<file path="src/rtl/fan_adc_filter.sv">
// fan_adc_filter
//
// Conditions the raw temperature ADC code before it reaches the fan
// controller. The asynchronous code is brought into the clock domain through a
// two-flop synchroniser, decimated by a prescaled sample tick, and averaged
// over a window of 2^AVG_LOG2 samples with round-half-up rounding. The
// averaging removes LSB flicker that would otherwise show up as PWM jitter.
//
// Parameters:
//   ADC_BITWIDTH  width of the raw and filtered ADC code
//   AVG_LOG2      log2 of the averaging window length (1..4)
//   PRESCALE      enabled clock cycles per sample tick (>= 1)
//
// Ports:
//   clk_i        system clock
//   rst_i        asynchronous active-high reset
//   clk_en_i     clock enable; the prescaler only advances while high
//   ADC_value_i  raw ADC code, asynchronous to clk_i
//   ADC_value_o  filtered ADC code, registered
//   valid_o      one-cycle pulse each time ADC_value_o is re-evaluated
//   ready_o      set with the first valid_o once the window is full
//
// Optional feature:
//   ADC_FILTER_HYST_EN  when defined, after the first output ADC_value_o only
//                       follows the average when it differs by 2 or more.

module fan_adc_filter #(
  parameter int ADC_BITWIDTH = 4,
  parameter int AVG_LOG2     = 2,
  parameter int PRESCALE     = 1000
) (
  input  logic                    clk_i,
  input  logic                    rst_i,
  input  logic                    clk_en_i,
  input  logic [ADC_BITWIDTH-1:0] ADC_value_i,
  output logic [ADC_BITWIDTH-1:0] ADC_value_o,
  output logic                    valid_o,
  output logic                    ready_o
);

  localparam int WIN     = 1 << AVG_LOG2;
  localparam int SUM_W   = ADC_BITWIDTH + AVG_LOG2;
  localparam int CNT_W   = AVG_LOG2 + 1;
  // A one-entry prescaler still needs a one-bit counter to exist.
  localparam int PRESC_W = (PRESCALE > 1) ? $clog2(PRESCALE) : 1;

  localparam logic [PRESC_W-1:0] PRESC_MAX = PRESC_W'(PRESCALE - 1);
  localparam logic [SUM_W-1:0]   ROUND     = SUM_W'(WIN / 2);
  localparam logic [CNT_W-1:0]   FILL_LAST = CNT_W'(WIN - 1);

  typedef enum logic {
    FILL = 1'b0,
    RUN  = 1'b1
  } state_t;

  state_t state, state_nxt;

  logic [ADC_BITWIDTH-1:0] adc_meta;
  logic [ADC_BITWIDTH-1:0] adc_s;
  logic [PRESC_W-1:0]      presc;
  logic                    tick;
  logic [ADC_BITWIDTH-1:0] win_buf [WIN];
  logic [AVG_LOG2-1:0]     wp;
  logic [SUM_W-1:0]        sum;
  logic [CNT_W-1:0]        fill_cnt;
  logic                    eval;
  logic                    eval_q;
  logic [SUM_W-1:0]        rounded;
  logic [ADC_BITWIDTH-1:0] avg;
  logic                    load_avg;
  logic                    unused_round_bits;

  // Two-flop synchroniser, free running so the sample is always fresh.
  always_ff @(posedge clk_i or posedge rst_i) begin
    if (rst_i) begin
      adc_meta <= '0;
      adc_s    <= '0;
    end else begin
      adc_meta <= ADC_value_i;
      adc_s    <= adc_meta;
    end
  end

  assign tick = clk_en_i && (presc == PRESC_MAX);

  // Prescaler: freezes while the enable is low so a stall never loses phase.
  always_ff @(posedge clk_i or posedge rst_i) begin
    if (rst_i) begin
      presc <= '0;
    end else if (clk_en_i) begin
      presc <= tick ? '0 : presc + PRESC_W'(1);
    end
  end

  // Circular window with running sum. The sum is kept exact by adding the
  // new sample and removing the one it overwrites; intermediate wrap-around
  // cancels because the final value always fits in SUM_W bits.
  always_ff @(posedge clk_i or posedge rst_i) begin
    if (rst_i) begin
      for (int i = 0; i < WIN; i++) begin
        win_buf[i] <= '0;
      end
      wp  <= '0;
      sum <= '0;
    end else if (tick) begin
      win_buf[wp] <= adc_s;
      sum         <= sum + SUM_W'(adc_s) - SUM_W'(win_buf[wp]);
      wp          <= wp + AVG_LOG2'(1);
    end
  end

  // Fill counter only matters until the window has been filled once.
  always_ff @(posedge clk_i or posedge rst_i) begin
    if (rst_i) begin
      fill_cnt <= '0;
    end else if (tick && (state == FILL)) begin
      fill_cnt <= fill_cnt + CNT_W'(1);
    end
  end

  always_ff @(posedge clk_i or posedge rst_i) begin
    if (rst_i) begin
      state <= FILL;
    end else begin
      state <= state_nxt;
    end
  end

  // The tick that writes the last fill entry already produces an output.
  always_comb begin
    state_nxt = state;
    eval      = 1'b0;
    case (state)
      FILL: begin
        if (tick && (fill_cnt == FILL_LAST)) begin
          state_nxt = RUN;
          eval      = 1'b1;
        end
      end
      RUN: begin
        eval = tick;
      end
      default: begin
        state_nxt = FILL;
      end
    endcase
  end

  // The average is taken from the sum one cycle after the tick updated it.
  always_ff @(posedge clk_i or posedge rst_i) begin
    if (rst_i) begin
      eval_q <= 1'b0;
    end else begin
      eval_q <= eval;
    end
  end

  assign rounded           = sum + ROUND;
  assign avg               = rounded[SUM_W-1:AVG_LOG2];
  assign unused_round_bits = ^rounded[AVG_LOG2-1:0];

`ifdef ADC_FILTER_HYST_EN
  logic [ADC_BITWIDTH-1:0] avg_diff;

  // ready_o is still low on the first output, so that one always loads.
  always_comb begin
    avg_diff = (avg >= ADC_value_o) ? (avg - ADC_value_o) : (ADC_value_o - avg);
    load_avg = !ready_o || (avg_diff >= ADC_BITWIDTH'(2));
  end
`else
  assign load_avg = 1'b1;
`endif

  always_ff @(posedge clk_i or posedge rst_i) begin
    if (rst_i) begin
      ADC_value_o <= '0;
      valid_o     <= 1'b0;
      ready_o     <= 1'b0;
    end else begin
      valid_o <= eval_q;
      if (eval_q) begin
        ready_o <= 1'b1;
        if (load_avg) begin
          ADC_value_o <= avg;
        end
      end
    end
  end

endmodule

</file>
<file path="config.mk">
export PLATFORM = sky130hd
export DESIGN_NAME = fan_adc_filter
export DESIGN_NICKNAME = d
export VERILOG_FILES = /design/src/rtl/fan_adc_filter.sv
export SDC_FILE = /design/constraint.sdc
export NUM_CORES = 1
export LEC_CHECK = 0
export ABC_AREA = 1
export BUFFER_PORTS_ARGS = -buffer_cell sky130_fd_sc_hd__buf_2
export CORE_ASPECT_RATIO = 0.5
export CORE_MARGIN = 4
export CORE_UTILIZATION = 47
export DETAILED_ROUTE_END_ITERATION = 12
export GPL_TIMING_DRIVEN = 0
export PLACE_DENSITY = 0.69
export SLEW_MARGIN = 15
export SYNTH_ARGS = -nofsm -noshare
export SYNTH_HDL_FRONTEND = slang
export SYNTH_SLANG_ARGS = --single-unit
</file>
<file path="constraint.sdc">
create_clock -name clk_i -period 2.9 [get_ports clk_i]
set_input_delay 0 -clock clk_i [delete_from_list [all_inputs] [get_ports clk_i]]
set_output_delay 0 -clock clk_i [all_outputs]
set_load 0.01 [all_outputs]
</file>
==> impl_metrics.py, run 1 <==
metrics = {
    "power": {
        "p_per_area_nw_per_um2": 568.9,
        "swShare": 0.2528,
        "p_total_w": 0.001838,
        "intPower_w": 0.001373,
        "ir_drop_mv": 0.3146,
        "pwr-share-seq": 0.467,
        "clockPowerShare": 0.406,
        "p_switching_w": 0.0004647,
        "p_leak_nw": 1.723,
        "comb_power_share": 0.127,
    },
    "place": {
        "dp_cells": 411,
        "io_buffer_count": 11,
        "detailed_place_hpwl_mm": 3.824,
        "post-place-ws_ns": 0.03991,
        "gp_congestion": 0.9094,
    },
    "global_route": {
        "grt_max_degree": 30,
        "grt_overflow_total": 0,
        "grt_pass1_wl_mm": 9.321,
        "antenna_found_initial": 0,
        "grt_pass1_vias": 2035,
        "grt.total_usage": 0.1626,
    },
    "layout": {
        "layout_common_cells": "nand2_1, dfrtp_1, inv_1",
        "layout_commonest_cell": "nand2_1",
        "antenna_cells": 0,
        "area_growth_pct": 16.94,
        "final_core_util": 0.5783,
        "nets": 382,
        "final_cells": 431,
        "drive_above_1_share": 0.1425,
    },
    "yosys": {
        "synth.yosys.seq_area_share": 0.4801,
        "synth_top_area_frac": 0.4801,
        "synth_area_per_cell_um2": 8.474,
        "synth.yosys.warnings": 0,
        "yosys.area.top_type": "dfrtp_1",
        "synth.distinct_cells": 28,
        "synth_area_leaders": "dfrtp_1, nand2_1, ha_1",
        "synth_area_um2": 2763,
        "synth-seq-cells": 53,
        "syn-num-nets": 351,
        "syn_inst": 326,
    },
    "timing": {
        "layout_min_cycle_time_ns": 2.698,
        "setup_ws_ns": 0.2017,
        "worst_slew_pin_slew_ns": 0.5644,
        "hold_ws_ns": 0.3027,
        "final.setup_skew_ns": 0.008728,
        "finalHoldViolations": 0,
        "setup_viol_count_final": 0,
        "post-route-period-util": 0.9304,
        "fmax_ghz": 0.3706,
        "finalMaxSlewViolations": 0,
        "relSlewSlack": 0.6232,
    },
    "routing": {
        "drt_wl_total_mm": 5.170,
        "drt-pass1-iter-count": 4,
        "via_count": 2071,
        "drt_iter0_drc": 90,
        "drtAntennaViolNets": 0,
        "drc": 0,
        "wire_per_inst_um": 12.00,
        "avgViaCountPerCell": 4.805,
    },
    "floorplanning": {
        "core_um2": 5587,
        "start_util": 0.4945,
        "chipHeight_um": 62.21,
        "io_pins": 13,
        "rows": 19,
        "die_width_um": 116.4,
        "die_area_um2": 7243,
    },
    "cts": {
        "cts_buffer_depth": 2,
        "path_clk_slew_ns": 0.07,
        "cts-buffers-inserted": 5,
        "cts_tree": "yes",
        "cts-root-buf": "clkbuf_16",
        "clk_latency_ns": 0.29,
        "cts_sinks": 53,
        "htree_levels": 2,
    },
    "outcome": {
        "status": "completed",
    },
    "worst_setup_path": {
        "crit_chain": "clkbuf_4 > clkinvlp_4 > buf_4 > nor2_1 > o22ai_1 > fa_1 > fa_1 > nand3b_1 > nand2_1 > xor2_1 > nand2_1 > nand2_1",
        "crit_path_max_fanout": 9,
        "end_kind": "flip-flop",
        "worstSetupPathType": "flip-flop to flip-flop",
        "cp_data_required_time_ns": 3.13,
        "reg2regPathDepth": 12,
        "path_common_cell": "nand2_1",
        "cp_slowest_stage_delay_ns": 0.50,
        "critPathArrivalTime_ns": 2.92,
        "cpMaxStageDelayCell": "fa_1",
        "crit_path_start_kind": "flip-flop",
    },
    "hold_path": {
        "hold_path.class": "primary input to asynchronous set/reset pin",
    },
    "run": {
        "cap_violations": 0,
    },
}
==> final cells by class <==
| cell class | count | area (µm²) |
|---|---|---|
| Buffer | 4 | 37.54 |
| Clock buffer | 5 | 125.1 |
| Clock inverter | 3 | 65.06 |
| Fill cell | 477 | 2356 |
| Inverter | 44 | 168.9 |
| Multi-Input combinational cell | 225 | 1236 |
| Sequential cell | 53 | 1326 |
| Tap cell | 73 | 91.34 |
| Timing Repair Buffer | 24 | 180.2 |
==> power groups by stage <==
stage	registers, W	logic [W]	clock network, W
after floorplan	0.000858	0.000186	0
after global placement	0.000871	0.000218	0
after detailed placement	0.000872	0.000228	0
after CTS	0.000858	0.000236	0.000770
after global routing	0.000871	0.000270	0.000808
final	0.000859	0.000233	0.000746
==> cells by family after synthesis <==
kind of cell / count (synthesis) / synth area share
DFF: 53 / 0.4801
and+or+nand+nor: 171 / 0.2772
xor gates and xnor gates: 8 / 0.02536
buffers and inverters: 48 / 0.07246
AOI/OAI and AO/OA: 28 / 0.05254
adders and majority gates: 18 / 0.09239
==> registers in the layout (all words and copies together), names as in the netlist <==
name / cells
valid_o: 1
sum: 6
ready_o: 1
adc_meta: 4
adc_s: 4
presc: 10
wp: 2
win_buf: 16
fill_cnt: 3
state: 1
ADC_value_o: 4
eval_q: 1
==> synthesized netlist by cell type, drive strengths merged <==
cell type  instances
buf                4
xor2               5
nand4              3
nand3b             2
nor2              32
dfrtp             53
xnor2              3
a21oi              4
o22ai              4
fa                 4
nand2            113
ha                14
o21ai             20
nand3             11
nor3               8
or2                2
clkinv             1
inv               43
==> critical path, delay by kind of cell (launching register included) <==
family,cells,cell delay (ns)
and+or+nand+nor,5,0.44
DFF,1,0.40
AOI/OAI and AO/OA,1,0.11
xor gates and xnor gates,1,0.16
buffers and inverters,3,0.54
adders and majority gates,2,0.97
==> stage by stage <==
step	setup TNS (ns)	cell area, µm²
after floorplan	0	2763
after detailed placement	0	2929
final	0	3231
after CTS	0	3179
after global routing	-0.01461	3231
after global placement	0	2909
==> timing repair <==
item	in CTS	in global routing
buffers inserted	0	6
endpoints found under the hold margin	29	0
hold buffers	6	0
resized for setup	0	3
setup endpoints to repair	0	3
==> metal layers <==
| layer | up-vias | global-route usage | wire length (µm) |
|---|---|---|---|
| li1 | 1069 | - | - |
| met1 | 966 | 0.2129 | 2382 |
| met2 | 27 | 0.2671 | 2539 |
| met3 | 9 | 0.03589 | 158 |
| met4 | 0 | 0.05355 | 90 |
| met5 | - | 0 | 0 |
==> worst paths after layout <==
path / start / end / slack (ns)
max in group asynchronous: rst_i / adc_meta[3] / 2.06
hold reg to reg: adc_meta[2] / adc_s[2] / 0.34
min in group clk_i: adc_meta[2] / adc_s[2] / 0.34
hold / removal: rst_i / ADC_value_o[1] / 0.30
setup / recovery: wp[0] / sum[4] / 0.20
setup reg to reg: wp[0] / sum[4] / 0.20
(Power assumes the default switching activity.)
==> run 2, diff against run 1 <==
BUFFER_PORTS_ARGS = default   (was -buffer_cell sky130_fd_sc_hd__buf_2)
DONT_BUFFER_PORTS = 1   (was default)
PLACE_DENSITY = 0.67   (was 0.69)
==> impl_metrics.py, run 2 (same netlist as run 1, synthesis figures left out) <==
metrics = {
    "power": {
        "p_per_area_nw_per_um2": 548.3,
        "ir_drop_mv": 0.3732,
        "p_total_w": 0.001693,
        "p_leak_nw": 1.620,
    },
    "routing": {
        "wire_per_inst_um": 12.37,
        "avgViaCountPerCell": 4.831,
        "via_count": 2000,
        "drt-pass1-iter-count": 4,
        "drt_iter0_drc": 44,
        "drt_wl_total_mm": 5.122,
        "drtAntennaViolNets": 0,
        "drc": 0,
    },
    "timing": {
        "setup_viol_count_final": 0,
        "relSlewSlack": 0.6864,
        "finalMaxSlewViolations": 0,
        "layout_min_cycle_time_ns": 2.637,
        "post-route-period-util": 0.9092,
        "finalHoldViolations": 0,
        "rsz0062_at_grt": "no",
        "final.setup_skew_ns": 0.006826,
        "worst_slew_pin_slew_ns": 0.4698,
        "fmax_ghz": 0.3792,
    },
    "place": {
        "io_buffer_count": 0,
        "gp_congestion": 0.9104,
        "dp_cells": 400,
        "place_area_um2": 2874,
        "detailed_place_hpwl_mm": 3.877,
    },
    "layout": {
        "largest_reg_flops": 16,
        "nets": 365,
        "area_growth_pct": 11.73,
        "layout_commonest_cell": "nand2_1",
        "final_core_util": 0.5525,
        "largestRegisters": "win_buf (16), presc (10), sum (6)",
        "drive_above_1_share": 0.09971,
        "postLayoutCellArea_um2": 3087,
        "regMostFlops": "win_buf",
        "layout_common_cells": "nand2_1, dfrtp_1, inv_1",
        "final_cells": 414,
        "antenna_cells": 0,
    },
    "floorplanning": {
        "die_area_um2": 7243,
        "io_pins": 13,
        "rows": 19,
        "start_util": 0.4945,
        "chipHeight_um": 62.21,
        "core_um2": 5587,
        "die_width_um": 116.4,
    },
    "cts": {
        "path_clk_slew_ns": 0.07,
        "clk_latency_ns": 0.29,
        "cts_tree": "yes",
        "cts-buffers-inserted": 5,
        "cts_sinks": 53,
        "cts_buffer_depth": 2,
        "htree_levels": 2,
        "cts-root-buf": "clkbuf_16",
        "post_cts_buffers": 0,
    },
    "run": {
        "cap_violations": 0,
    },
    "worst_setup_path": {
        "r2r_setup_slack_ns": 0.26,
        "crit_path_start_kind": "flip-flop",
        "crit_path_max_fanout": 11,
        "worstSetupPathType": "flip-flop to flip-flop",
        "r2r-start": "wp[0]",
        "reg2reg_to": "sum[3]",
        "cp_data_required_time_ns": 3.07,
        "reg2regPathDepth": 11,
        "critPathArrivalTime_ns": 2.81,
        "end_kind": "flip-flop",
    },
    "global_route": {
        "grt_pass1_wl_mm": 8.549,
        "antenna_found_initial": 0,
        "grt.total_usage": 0.1495,
        "grt_max_degree": 34,
        "grt_overflow_total": 0,
        "grt_pass1_vias": 1869,
    },
    "hold_path": {
        "hold_path.class": "primary input to asynchronous set/reset pin",
    },
    "outcome": {
        "status": "completed",
    },
}
==> run 2: worst max-delay path by stage <==
stage                     startpoint      to  slack, ns
after global placement         wp[0]  sum[3]       0.04
after floorplan                wp[0]  sum[3]       0.37
final                          wp[0]  sum[3]       0.26
after global routing           wp[0]  sum[3]       0.07
after CTS                      wp[0]  sum[3]       0.15
after detailed placement       wp[0]  sum[3]     -0.001
==> run 2: final cells by class <==
class	instances	area [µm²]
Sequential cell	53	1326
Buffer	4	35.03
Multi-Input combinational cell	225	1236
Tap cell	73	91.34
Timing Repair Buffer	7	80.08
Clock buffer	5	125.1
Inverter	44	167.7
Fill cell	484	2500
Clock inverter	3	25.02
==> run 2: per-stage QoR <==
stage	worst slack (ns)	setup TNS [ns]	hold WS (ns)
global route	0.06752	0	0.2293
detailed placement	-0.001236	-0.001236	-0.06979
finish	0.2632	0	0.1860
floorplan	0.3715	0	0.03143
global placement	0.03855	0	0.03150
CTS	0.1478	0	0.1982
==> run 2: worst max-delay path, stage by stage (launching register included) <==
cell and delay (ns):
dfrtp_1 0.40, buf_2 0.22, inv_4 0.09, o21ai_0 0.15, o22ai_1 0.12, fa_1 0.49, inv_1 0.04, ha_1 0.32
or2_2 0.32, nand2_1 0.08, xor2_1 0.21, o21ai_1 0.08
==> run 2: per-layer routing <==
metal / track usage / wire [µm] / up-vias
li1: - / - / 1042
met1: 0.1969 / 2397 / 931
met2: 0.2479 / 2523 / 19
met3: 0.03492 / 132 / 8
met4: 0.03907 / 70 / 0
met5: 0 / 0 / -
==> run 2: timing repair <==
| action | in CTS | in global routing |
|---|---|---|
| gates resized for setup | 1 | 2 |
| hold buffers | 6 | 0 |
| hold endpoints to repair | 25 | 0 |
| setup endpoints to repair | 1 | 2 |
==> run 2: report_power, final <==
part | switching [W] | total, W | internal, W
Clock | 0.000275 | 0.000601 | 0.000326
Sequential | 0.0000693 | 0.000861 | 0.000792
Combinational | 0.000144 | 0.000231 | 0.0000865
Total | 0.000488 | 0.00169 | 0.00120
==> run 3, diff against run 2 <==
CORE_UTILIZATION = 60   (was 47)
PLACE_DENSITY = 0.81   (was 0.67)
==> impl_metrics.py, run 3 (same netlist as run 1, synthesis figures left out) <==
metrics = {
    "outcome": {
        "status": "completed",
    },
    "timing": {
        "post-route-period-util": 0.9613,
        "setup_viol_count_final": 0,
        "final.setup_skew_ns": 0.01479,
        "layout_min_cycle_time_ns": 2.788,
        "worst_slew_pin_slew_ns": 0.4805,
        "fmax_ghz": 0.3587,
        "finalHoldViolations": 0,
        "relSlewSlack": 0.6792,
        "finalMaxSlewViolations": 0,
    },
    "power": {
        "clockPowerShare": 0.319,
        "p_per_area_nw_per_um2": 524.3,
        "p_leak_nw": 1.619,
        "swShare": 0.2925,
        "p_switching_w": 0.0004703,
        "ir_drop_mv": 0.3073,
        "intPower_w": 0.001137,
        "comb_power_share": 0.146,
        "pwr-share-seq": 0.535,
    },
    "floorplanning": {
        "core_um2": 4424,
        "rows": 17,
        "chipHeight_um": 55.98,
        "io_pins": 13,
        "die_area_um2": 5820,
        "start_util": 0.6244,
        "die_width_um": 104.0,
    },
    "routing": {
        "drt-pass1-iter-count": 5,
        "avgViaCountPerCell": 5.240,
        "drtAntennaViolNets": 0,
        "drt_iter0_drc": 95,
        "drt_wl_total_mm": 5.453,
        "drc": 0,
        "wire_per_inst_um": 13.63,
        "via_count": 2096,
    },
    "worst_setup_path": {
        "crit_path_max_fanout": 9,
        "worstSetupPathType": "flip-flop to flip-flop",
        "crit_path_start_kind": "flip-flop",
        "end_kind": "flip-flop",
        "startpoint": "wp[0]",
        "r2r-start": "wp[0]",
        "reg2regPathDepth": 12,
        "critPathArrivalTime_ns": 3.04,
        "cp_data_required_time_ns": 3.15,
        "setup.worst_path.end": "sum[4]",
        "reg2reg_to": "sum[4]",
        "r2r_setup_slack_ns": 0.11,
    },
    "cts": {
        "cts_buffer_depth": 2,
        "cts_tree": "yes",
        "cts-buffers-inserted": 5,
        "htree_levels": 2,
        "clk_latency_ns": 0.31,
        "path_clk_slew_ns": 0.11,
        "cts_sinks": 53,
        "cts-root-buf": "clkbuf_8",
    },
    "global_route": {
        "grt_max_degree": 34,
        "grt_pass1_wl_mm": 9.480,
        "antenna_found_initial": 0,
        "gr-usage-met1": 0.2534,
        "use_met2": 0.3583,
        "grt.total_usage": 0.2037,
        "grt_busiest_layer": "met2",
        "grt_overflow_total": 0,
        "met3_usage": 0.05214,
        "grt_pass1_vias": 2094,
    },
    "layout": {
        "antenna_cells": 0,
        "nets": 367,
        "multi_input_area_um2": 1242,
        "largest_reg_flops": 16,
        "fillers": 325,
        "final_core_util": 0.6932,
        "regArea_um2": 1326,
        "largestRegisters": "win_buf (16), presc (10), sum (6)",
        "regMostFlops": "win_buf",
        "layout_commonest_cell": "nand2_1",
        "area_growth_pct": 11.01,
        "drive_above_1_share": 0.1079,
        "layout_common_cells": "nand2_1, dfrtp_1, inv_1",
        "final_cells": 400,
    },
    "place": {
        "dp_cells": 384,
        "gp_congestion": 0.8424,
        "detailed_place_hpwl_mm": 3.903,
        "io_buffer_count": 0,
    },
    "run": {
        "cap_violations": 0,
    },
    "hold_path": {
        "hold_path.class": "primary input to asynchronous set/reset pin",
    },
}
[run 3: changes by cell type in the layout (fill, tap and decap cells not counted), sizes merged]
cell    before  now
buf          5    7
inv         46   44
bufinv       0    1
clkinv       0    1
[run 3: metrics by stage]
stage          power (W)   TNS (ns)  cell area [µm²]  hold slack, ns  setup WS, ns
2_1_floorplan   0.001044          0             2763         0.03143        0.3715
3_3_place_gp    0.001084          0             2834         0.03150        0.1162
3_5_place_dp    0.001101          0             2854        -0.06335       0.02999
4_1_cts         0.001617          0             3027          0.1705      0.007136
5_1_grt         0.001704  -0.007834             3067          0.1955     -0.007398
6_report        0.001608          0             3067          0.1519        0.1123
[run 3: power by group through the flow]
stage	Clock (W)	Combinational [W]	Sequential [W]
3_3_place_gp	0	0.000213	0.000871
5_1_grt	0.000561	0.000272	0.000871
2_1_floorplan	0	0.000186	0.000858
3_5_place_dp	0	0.000227	0.000873
6_report	0.000513	0.000234	0.000861
4_1_cts	0.000522	0.000235	0.000859
[run 3: repair_timing]
action | in CTS | in global routing
endpoints found under the hold margin | 60 | 0
hold buffers | 6 | 0
endpoints found under the setup margin | 0 | 3
buffers inserted | 0 | 2
resized for setup | 0 | 5
[run 3: layer usage]
layer  vias up  share of wire
met5         -              0
met4         0          0.017
met3        12          0.034
met2        37           0.49
met1      1008           0.46
li1       1039              -
[run 3: worst max-delay path: stages, from the launching register on]
cell and delay, ns:
dfrtp_1 0.42, buf_4 0.19, clkinvlp_4 0.13, buf_12 0.15, o21ai_1 0.16, o22ai_2 0.11, fa_1 0.54, fa_1 0.46
nand3b_1 0.17, nand2_1 0.09, xor2_1 0.17, nand2_1 0.07, nand2_1 0.06
[run 3: worst min path at each step]
stage | from | endpoint | slack, ns | depth (start not counted)
floorplan | ADC_value_i[0] | adc_meta[0] | 0.03 | 0
global placement | ADC_value_i[1] | adc_meta[1] | 0.03 | 0
detailed placement | rst_i | fill_cnt[1] | -0.06 | 1
CTS | rst_i | sum[0] | 0.17 | 2
global route | rst_i | sum[0] | 0.20 | 2
finish | rst_i | presc[0] | 0.15 | 2
[run 3: area by class of cell]
class | instances | area share
Buffer | 4 | 0.01224
Clock buffer | 5 | 0.02244
Clock inverter | 3 | 0.01428
Inverter | 44 | 0.05508
Multi-Input combinational cell | 225 | 0.4051
Sequential cell | 53 | 0.4325
Tap cell | 57 | 0.02326
Timing Repair Buffer | 9 | 0.03509
